### src/rtl/dpi_stream_sequencer_pkg.sv
// Shared defaults and FSM encoding for the DPI stream sequencer and its flow table.
package dpi_seq_pkg;

  localparam int DEF_KEY_W       = 32;
  localparam int DEF_SID_W       = 6;
  localparam int DEF_NUM_STREAMS = 64;

  typedef enum logic [2:0] {
    S_IDLE,
    S_LOOKUP,
    S_LOAD,
    S_PRIME,
    S_STREAM,
    S_DRAIN,
    S_EOP
  } state_e;

endpackage

### src/rtl/dpi_stream_sequencer_flow_table.sv
// Flow key -> stream id table: parallel compare, lowest-free allocation and
// round-robin victim replacement once every entry is valid.
module dpi_flow_table
  import dpi_seq_pkg::*;
#(
  parameter int KEY_W       = DEF_KEY_W,
  parameter int NUM_STREAMS = DEF_NUM_STREAMS,
  parameter int SID_W       = DEF_SID_W
) (
  input  logic             clk,
  input  logic             rst,
  input  logic             clear,
  input  logic [KEY_W-1:0] lookup_key,
  output logic             hit,
  output logic [SID_W-1:0] idx,
  input  logic             alloc,
  input  logic [SID_W-1:0] alloc_idx,
  input  logic [KEY_W-1:0] alloc_key
);

  logic [NUM_STREAMS-1:0] vld_q, vld_d;
  logic [KEY_W-1:0]       key_q [NUM_STREAMS];
  logic [SID_W-1:0]       victim_q, victim_d;
  logic [SID_W-1:0]       hit_idx, free_idx;
  logic                   any_free;

  // Descending scan so the lowest matching / free index wins.
  always_comb begin
    hit      = 1'b0;
    hit_idx  = '0;
    free_idx = '0;
    any_free = 1'b0;
    for (int i = NUM_STREAMS - 1; i >= 0; i--) begin
      if (vld_q[i] && (key_q[i] == lookup_key)) begin
        hit     = 1'b1;
        hit_idx = SID_W'(i);
      end
      if (!vld_q[i]) begin
        any_free = 1'b1;
        free_idx = SID_W'(i);
      end
    end
    idx = hit ? hit_idx : (any_free ? free_idx : victim_q);
  end

  always_comb begin
    vld_d    = vld_q;
    victim_d = victim_q;
    if (clear) begin
      vld_d    = '0;
      victim_d = '0;
    end else if (alloc) begin
      if (&vld_q) victim_d = victim_q + SID_W'(1);
      vld_d[alloc_idx] = 1'b1;
    end
  end

  always_ff @(posedge clk) begin
    if (rst) begin
      vld_q    <= '0;
      victim_q <= '0;
    end else begin
      vld_q    <= vld_d;
      victim_q <= victim_d;
    end
  end

  always_ff @(posedge clk) begin
    if (alloc && !clear) key_q[alloc_idx] <= alloc_key;
  end

endmodule

### src/rtl/dpi_stream_sequencer.sv
// Packet-to-matcher sequencer: resolves the flow key to a stream id, then emits
// load_state, the byte stream and a closing eop pulse for the regex matchers.
module dpi_stream_sequencer
  import dpi_seq_pkg::*;
#(
  parameter int KEY_W       = DEF_KEY_W,
  parameter int NUM_STREAMS = DEF_NUM_STREAMS,
  parameter int SID_W       = DEF_SID_W
) (
  input  logic             clk,
  input  logic             rst,
  input  logic [7:0]       pkt_data,
  input  logic             pkt_vld,
  input  logic             pkt_sop,
  input  logic             pkt_eop,
  input  logic [KEY_W-1:0] pkt_key,
  output logic             pkt_rdy,
  input  logic             cfg_we,
  input  logic [SID_W-1:0] cfg_sid,
  input  logic             cfg_en,
  input  logic             cfg_clear,
  output logic             load_state,
  output logic [SID_W-1:0] stream_id,
  output logic             new_stream_id,
  output logic             enable,
  output logic [7:0]       char_in,
  output logic             char_in_vld,
  output logic             eop,
  output logic [15:0]      err_cnt
);

  function automatic logic [15:0] sat_inc16(input logic [15:0] v);
    return (v == 16'hFFFF) ? v : v + 16'd1;
  endfunction

  state_e                 state_q, state_d;
  logic [KEY_W-1:0]       key_q, key_d;
  logic [SID_W-1:0]       sid_q, sid_d;
  logic                   new_q, new_d, en_q, en_d, load_q, load_d;
  logic [7:0]             chr_q, chr_d;
  logic                   cvld_q, cvld_d, eop_q, eop_d;
  logic [15:0]            err_q, err_d;
  logic                   clr_pend_q, clr_pend_d, first_q, first_d;
  logic [NUM_STREAMS-1:0] en_map_q, en_map_d;
  logic                   rdy_c, err_inc, tbl_clear, tbl_alloc, tbl_hit;
  logic [SID_W-1:0]       tbl_idx;

  dpi_flow_table #(.KEY_W(KEY_W), .NUM_STREAMS(NUM_STREAMS), .SID_W(SID_W)) u_table (
    .clk       (clk),
    .rst       (rst),
    .clear     (tbl_clear),
    .lookup_key(key_q),
    .hit       (tbl_hit),
    .idx       (tbl_idx),
    .alloc     (tbl_alloc),
    .alloc_idx (sid_q),
    .alloc_key (key_q)
  );

  always_comb begin
    state_d    = state_q;
    key_d      = key_q;
    sid_d      = sid_q;
    new_d      = new_q;
    en_d       = en_q;
    load_d     = 1'b0;
    chr_d      = chr_q;
    cvld_d     = 1'b0;
    eop_d      = 1'b0;
    first_d    = first_q;
    clr_pend_d = clr_pend_q | cfg_clear;
    rdy_c      = 1'b0;
    err_inc    = 1'b0;
    tbl_clear  = 1'b0;
    tbl_alloc  = 1'b0;
    en_map_d   = en_map_q;
    if (cfg_we) en_map_d[cfg_sid] = cfg_en;
    unique case (state_q)
      S_IDLE: begin
        rdy_c      = pkt_vld & ~pkt_sop;
        err_inc    = pkt_vld & ~pkt_sop;
        // A clear landing with an sop wipes the table before the lookup sees it.
        tbl_clear  = cfg_clear | clr_pend_q;
        clr_pend_d = 1'b0;
        if (pkt_vld && pkt_sop) begin
          key_d   = pkt_key;
          state_d = S_LOOKUP;
        end
      end
      S_LOOKUP: begin
        sid_d   = tbl_idx;
        new_d   = ~tbl_hit;
        en_d    = en_map_q[tbl_idx];
        load_d  = 1'b1;
        first_d = 1'b1;
        state_d = S_LOAD;
      end
      S_LOAD: begin
        tbl_alloc = new_q;
        state_d   = S_PRIME;
      end
      S_PRIME: state_d = S_STREAM;
      S_STREAM: begin
        rdy_c = 1'b1;
        if (pkt_vld) begin
          chr_d   = pkt_data;
          cvld_d  = 1'b1;
          // The held sop byte opening the packet is legitimate; later sops are not.
          err_inc = pkt_sop & ~first_q;
          first_d = 1'b0;
          if (pkt_eop) state_d = S_DRAIN;
        end
      end
      S_DRAIN: begin
        eop_d   = 1'b1;
        state_d = S_EOP;
      end
      S_EOP:   state_d = S_IDLE;
      default: state_d = S_IDLE;
    endcase
    err_d = err_inc ? sat_inc16(err_q) : err_q;
  end

  always_ff @(posedge clk) begin
    if (rst) begin
      state_q    <= S_IDLE;
      sid_q      <= '0;
      new_q      <= 1'b0;
      en_q       <= 1'b0;
      load_q     <= 1'b0;
      chr_q      <= '0;
      cvld_q     <= 1'b0;
      eop_q      <= 1'b0;
      err_q      <= '0;
      clr_pend_q <= 1'b0;
      first_q    <= 1'b0;
      en_map_q   <= '0;
    end else begin
      state_q    <= state_d;
      sid_q      <= sid_d;
      new_q      <= new_d;
      en_q       <= en_d;
      load_q     <= load_d;
      chr_q      <= chr_d;
      cvld_q     <= cvld_d;
      eop_q      <= eop_d;
      err_q      <= err_d;
      clr_pend_q <= clr_pend_d;
      first_q    <= first_d;
      en_map_q   <= en_map_d;
    end
  end

  always_ff @(posedge clk) key_q <= key_d;

  assign pkt_rdy       = rdy_c & ~rst;
  assign load_state    = load_q;
  assign stream_id     = sid_q;
  assign new_stream_id = new_q;
  assign enable        = en_q;
  assign char_in       = chr_q;
  assign char_in_vld   = cvld_q;
  assign eop           = eop_q;
  assign err_cnt       = err_q;

endmodule

### config.mk
export PLATFORM = sky130hd
export DESIGN_NAME = dpi_stream_sequencer
export DESIGN_NICKNAME = d
export VERILOG_FILES = /design/src/rtl/dpi_stream_sequencer_pkg.sv /design/src/rtl/dpi_stream_sequencer_flow_table.sv /design/src/rtl/dpi_stream_sequencer.sv
export SDC_FILE = /design/constraint.sdc
export NUM_CORES = 2
export LEC_CHECK = 0
export ABC_AREA = 1
export CORE_MARGIN = 2
export CORE_UTILIZATION = 40
export DETAILED_ROUTE_END_ITERATION = 7
export GPL_ROUTABILITY_DRIVEN = 0
export GPL_TIMING_DRIVEN = 0
export SLEW_MARGIN = 20
export SYNTH_ARGS = -nofsm -noshare
export SYNTH_HDL_FRONTEND = slang
export SYNTH_HIERARCHICAL = 1
export SYNTH_SLANG_ARGS = --single-unit
### constraint.sdc
create_clock -name clk -period 7.6 [get_ports clk]
set_input_delay 1.9 -clock clk [delete_from_list [all_inputs] [get_ports clk]]
set_output_delay 1.9 -clock clk [all_outputs]
set_load 0.005 [all_outputs]
==> Yosys cells after proc, flatten, opt, wreduce, memory -nomap -nowiden <==
Memories as Yosys holds them, arrays and structs flattened.
Index checks and enable logic that the tools add are counted.
{ "classes": {"n_reduce_logical": 80, "order_cmp": 5, "n_eq_ne": 73, "addsub": 2, "n_mux": 281, "bitwise": 11} }
{ "op_table": {"columns": ["operator", "n"], "rows": [
  ["$eq A32 B32 Y1", 64],
  ["$mux W6", 130],
  ["$mux W1", 140],
  ["$logic_and A1 B1 Y1", 68],
  ["$reduce_and A65 Y1", 1],
  ["$bwmux W64", 1],
  ["$or A64 B64 Y64", 1],
  ["$lt A6 B7 Y1 const B", 3],
  ["$pmux W3 S6", 1],
  ["$add A16 B1 Y16 const B", 1],
  ["$eq A16 B16 Y1 const B", 1],
  ["$demux W1 S6", 2],
  ["$ge A6 B1 Y1 const B", 2],
  ["$mux W3", 3],
  ["$reduce_and A2 Y1", 4],
  ["$add A6 B1 Y6 const B", 1],
  ["$bmux W1 S6", 1],
  ["$eq A3 B2 Y1 const B", 2],
  ["$eq A3 B3 Y1 const B", 2],
  ["$ne A2 B2 Y1 const B", 3],
  ["$not A1 Y1", 6],
  ["$pmux W1 S2", 3],
  ["$reduce_or A2 Y1", 3],
  ["$and A1 B1 Y1", 3],
  ["6 further kinds", 6]
]} }
{ "word_totals": {"out_inout_bits": 36, "word_cells": 468, "ff_bits": 206, "n_memories": 1, "ramBits": 2048} }
{ "memory_table": {"columns": ["memory", "words", "word_bits", "rd", "rd_clocked_by_memory_dff", "wr", "line_no", "text"], "rows": [
  ["u_table.key_q", 64, 32, 64, 0, 1, "dpi_stream_sequencer_flow_table.sv:22", "logic [KEY_W-1:0] key_q [NUM_STREAMS];"]
]} }

==> Logic depth before layout (Yosys ltp) <==
{ "logic_depth": {"ltp_word": 69, "mapped_depth": 87} }

==> Modules after synthesis <==
The synthesis kept the hierarchy.
{ "by_module_without_submodules": {"columns": ["mod", "area_per_inst_um2", "seq_area_each_um2", "cells_per_inst", "instances"], "rows": [
  ["dpi_flow_table", 90548.1, 62900.3, 7080, 1],
  ["dpi_stream_sequencer", 5928.2, 3042.9, 732, 1]
]} }

==> Worst setup path after synthesis <==
No wires, ideal clock.
{ "synth_path": {"path_type": "register -> register", "start": "reg key_q[31]", "end": "reg en_q, in the netlist enable", "path_stages_with_launch": 81, "path_slack_ns": 1.695, "t_arrival_ns": 5.796, "synth_period_minus_slack_ns": 5.905, "required_ns": 7.491, "path_cell_list": "edfxtp_1 buf_2 buf_2 xnor2_1 nand3_1 nor4_1 nand3_1 nand2_1 nand2_1 nand2_1 nand2_1 nand2_1 nand2_1 nand2_1 nand2_1 nand2_1 nand2_1 nand2_1 [45 not listed] nand2_1 nand2_1 nand2_1 nand2_1 nand2_1 buf_2 inv_1 buf_2 nand2_1 nand3_1 nand3_1 nand3_1 nand2_1 nand2_1 nand3_1 nand3_1 nand2_1 inv_1"} }
{ "synth_via": {"elab_chain_cells": 69, "elab_cells_between_ends": 259} }
{ "synth_lines": {"columns": ["element", "line_no", "text"], "rows": [
  ["start: declaration", "dpi_stream_sequencer.sv:37", "logic [KEY_W-1:0] key_q, key_d;"],
  ["start signal: assignment", "dpi_stream_sequencer.sv:154", "always_ff @(posedge clk) key_q <= key_d;"],
  ["$eq A32 B32 Y1", "dpi_stream_sequencer_flow_table.sv:34", "if (vld_q[i] && (key_q[i] == lookup_key)) begin"],
  ["$logic_and A1 B1 Y1", "dpi_stream_sequencer_flow_table.sv:34", null],
  ["$mux W6 / $mux W1 (equally long branches) (64 in a row)", "dpi_stream_sequencer_flow_table.sv:34", null],
  ["$mux W6 (*)", "dpi_stream_sequencer_flow_table.sv:43", "idx = hit ? hit_idx : (any_free ? free_idx : victim_q);"],
  ["via tbl_idx[0]", "dpi_stream_sequencer.sv:46", "logic [SID_W-1:0] tbl_idx;"],
  ["$bmux W1 S6 (*)", "dpi_stream_sequencer.sv:93", "en_d = en_map_q[tbl_idx];"],
  ["$mux W1 (not written as such) (*)", "dpi_stream_sequencer.sv:93", null],
  ["end signal: assignment", "dpi_stream_sequencer.sv:142", "en_q <= en_d;"],
  ["end: declaration", "dpi_stream_sequencer.sv:39", "logic new_q, new_d, en_q, en_d, load_q, load_d;"]
]} }
The timed path passes the listed nets; every way through them passes the cells marked *. The select of a mux whose other input is x is not followed.
A chain may end at the register's enable or synchronous reset.

==> Final worst setup path <==
{ "layout_path": {"start": "reg key_q[12]", "end": "reg en_q, in the netlist enable"} }
The elaborated chain is that of the path after synthesis.

==> impl_results.md <==
* Status: complete, but fails checks
* Failing checks: setup timing
* Synth top area share at 64.74%
* Worst Skew at 0.03553 ns
* Post-Syn Area at 96,480 µm²
* Area growth from synthesis to layout at 23.50%
* Worst R2R Start: key_q[12]
* Clock Pin Slew Worst Setup and Hold Paths at about 0.070 ns
* Adder-cell share of the synthesized area at 0.02594%
* Die area at 245,100 µm²
* Vias per cell at 6.346
* Sequential area share after synthesis at 68.35%
* Tot Pwr at 28,150 µW
* Final Cycle Share at 102.9%
* Hold path startpoint: char_in[5]
* FFs w/ async S/R, synth at 0%
* Routed length per instance at ~34 µm
* Post-synth EDFFs at between 2,000 and 2,500
* Post-Syn Nets at approximately 7,900
* Setup TNS at -0.2208 ns
* Simple-gate portion of the synthesized area at 12.23%
* Avg Inst Size Synth at 12.35 µm²
* XOR/XNOR Fraction of Synth Area at 5.656%
* Initial core utilization at between 40% and 50%
* Buffers plus inverters on the worst setup path at 11
* Dpl hpwl at ~280,000 µm
* Later-pin clock latency in the skew report at roughly 0.90 ns
* Num rows at 180
* Clock Tree Root: clkbuf_16
* Vias in the first global route at 69,540
* Nets at 8,647
* Worst Path Required at roughly 8.5 ns
* Htree depth at 4
* Final hold viol count at 0
* Yosys warning count at 6
* Placed cell area at around 110,000 µm²
* Die width at 495.1 µm
* Final WS setup at -0.2208 ns
* Max stage delay on crit path at 0.54 ns
* Die extent in y at 495.1 µm
* CP dominant cell by count: nand2_1
* Synth unique cells at 61
* CP Launch Type: flop
* CTS Buf Count at 227
* Vias at around 76,000
* Combinational family with the most area after synthesis: simple AND/OR/NAND/NOR gates
* Compound-cell area share of the yosys netlist at 10.48%
* Setup crit start: key_q[12]
* Worst slew margin at 19.37%
* Max clock buf depth at 3
* Synthesis-stage register bit count at about 2,300
* Leakage at 0.03970 µW
* Total GRT Usage at 31.88%
* Mux cell area share after synthesis at 0%
* IO buf count at 87
* Slowest CP cell: edfxtp_1
* Layout cells sized above 1 at 17.83%
* First-pass iteration count of the detailed router at 6
* Final wirelength at 409,100 µm
* Initial antenna violation count at 28
* Power Density at 236.3 nW/µm²
* Tmin final at about 7.8 ns
* IO Pins at 90
* Max-cap violations at 0
* FMAX at 127.9 MHz
* Worst R2R End: enable
* Hold path endpoint: char_in[5]
* Starting DRT DRC Count at 14,190
* Largest net degree at the start of global routing at 31
* CTS sink count at ~2,300
* Crit path max-delay family: buffers and inverters
* Syn Inst Count at 7,812
* # placed instances at around 11,000
* Non-filler instance count after layout at 11,970
* Slew Viols, Final at 0
* Grt total ovfl at 0
* First-pass GRT wire length at 545,100 µm
* Synth Flop Type: edfxtp_1
* Top post-synthesis cells by area: edfxtp_1 65%, nand2_1 5.0%, xnor2_1 3.7%, dfxtp_1 3.6%, o21ai_0 2.8%
* Crit path capture type: flop
* Critical Path Fanout Max at 11
* WHS Path Cells at 2
* DRC viols at 0
* Hold Crit Class: flop to flop
* Final Cell Area at 119,100 µm²
* CTS tree: built
* R2R setup slack at -0.22 ns
* Final setup violating endpoints at 1
* Antenna viol nets, final at 0
* Worst EP arrival at 8.67 ns
* Synth area leader: edfxtp_1
* Crit path kind: flop to flop
* Peak supply drop at 0.2750 mV
* Tightest Pin Transition at 1.209 ns
* FF-to-FF path depth at 36
* RSZ-0062 raised after global routing: true
* Core footprint at 240,100 µm²
-- cells by family (layout without fill, tap and decap cells) --
| kind of cell | count (synthesis) | in the layout |
|---|---|---|
| AND/OR/NAND/NOR | 2585 | 2585 |
| flip-flops | 2254 | 2254 |
| AO/OA/AOI/OAI | 1616 | 1616 |
| buffers and inverters | 732 | 1701 |
| XOR/XNOR | 623 | 623 |
| adder cells (fa/ha/maj) | 2 | 2 |
| other | 0 | 8 |
-- cells in the mapped netlist, drive strengths merged (5+ instances only) --
master	number
nand2	1282
o22ai	317
and3	32
a22o	170
a211oi	78
nand4	143
nor4	204
xor2	220
a2111oi	23
nand3	233
and2	17
buf	298
o211ai	5
inv	316
a22oi	31
dfxtp	174
a21oi	238
nor4b	7
nor3	100
clkbuf	114
or2	101
or4	55
o21ai	592
a221oi	83
nor2	399
nand3b	10
edfxtp	2080
xnor2	403
o2111ai	62
-- final cells by class --
| type | instances | area [µm²] |
|---|---|---|
| clock inverter | 125 | 1349 |
| tap | 3185 | 3985 |
| buffer | 386 | 3074 |
| clock buffer | 294 | 6117 |
| timing repair buffer | 576 | 8338 |
| multi-input combinational | 4826 | 28960 |
| antenna | 8 | 20.02 |
| sequential | 2254 | 65940 |
| inverter | 320 | 1360 |
| fill | 20440 | 120900 |
-- repair_timing --
item | CTS | global route
gates resized for setup | 545 | 273
cloned | 5 | 18
pin swaps | 31 | 90
hold buffers | 0 | 0
buffers inserted | 53 | 126
setup endpoints to repair | 8 | 2
-- sequential cells by signal, indices dropped and copies added, names as in the netlist, 3 cells and up --
signal            count
u_table/key_q      2048
en_map_q             64
u_table/vld_q        64
key_q                32
err_cnt              16
char_in               8
stream_id             6
u_table/victim_q      6
state_q               3
-- per-stage QoR --
| step | utilization [%] | setup WS (ns) | hold WS (ns) |
|---|---|---|---|
| final | 49.63 | -0.2208 | 0.4429 |
| after global routing | 49.62 | -0.2169 | 0.4649 |
| after CTS | 48.81 | 0.002799 | 0.4472 |
| after detailed placement | 44.88 | -3.727 | 0.4388 |
| after global placement | 42.21 | -6.456 | 0.4325 |
| after floorplan | - | 1.695 | 0.4218 |
-- how the worst max path moves through the flow --
stage,to,depth (start not counted)
after detailed placement,enable,34
after floorplan,enable,80
after CTS,enable,83
final,enable,36
after global placement,enable,34
after global routing,enable,80
-- tightest hold or removal path: stages (launching register included) --
cell	delay (ns)
dfxtp_1	0.30
inv_1	0.04
a21oi_1	0.05
-- layout by cell type, fill, tap and decap left out, drive strengths merged, types with 8 or more instances in the layout --
cell	synthesis	routed
edfxtp	2080	2080
nand2	1282	1282
buf	298	732
o21ai	592	592
clkbuf	114	429
xnor2	403	403
nor2	399	399
o22ai	317	317
inv	316	317
a21oi	238	238
nand3	233	233
xor2	220	220
nor4	204	204
dfxtp	174	174
a22o	170	170
nand4	143	143
or2	101	101
nor3	100	100
clkinv	4	95
clkdlybuf4s50	0	87
a221oi	83	83
a211oi	78	78
o2111ai	62	62
or4	55	55
and3	32	32
a22oi	31	31
bufinv	0	26
a2111oi	23	23
and2	17	17
nand3b	10	10
diode	0	8
-- power breakdown --
part / leakage [µW] / switching [µW] / internal (µW) / total [µW]
Combinational: 0.0160 / 2130 / 900 / 3030
Sequential: 0.0201 / 54.0 / 13600 / 13700
Clock: 0.00364 / 4940 / 6530 / 11500
Total: 0.0397 / 7120 / 21000 / 28200
-- metal layers --
metal	GRT usage, %	wire length (µm)	vias up
li1	-	-	30600
met1	42.10	142500	37280
met2	47.21	172700	6665
met3	9.152	64450	1428
met4	17.65	29300	8
met5	0	46	-
No activity file was read; power rests on OpenSTA's default activity.
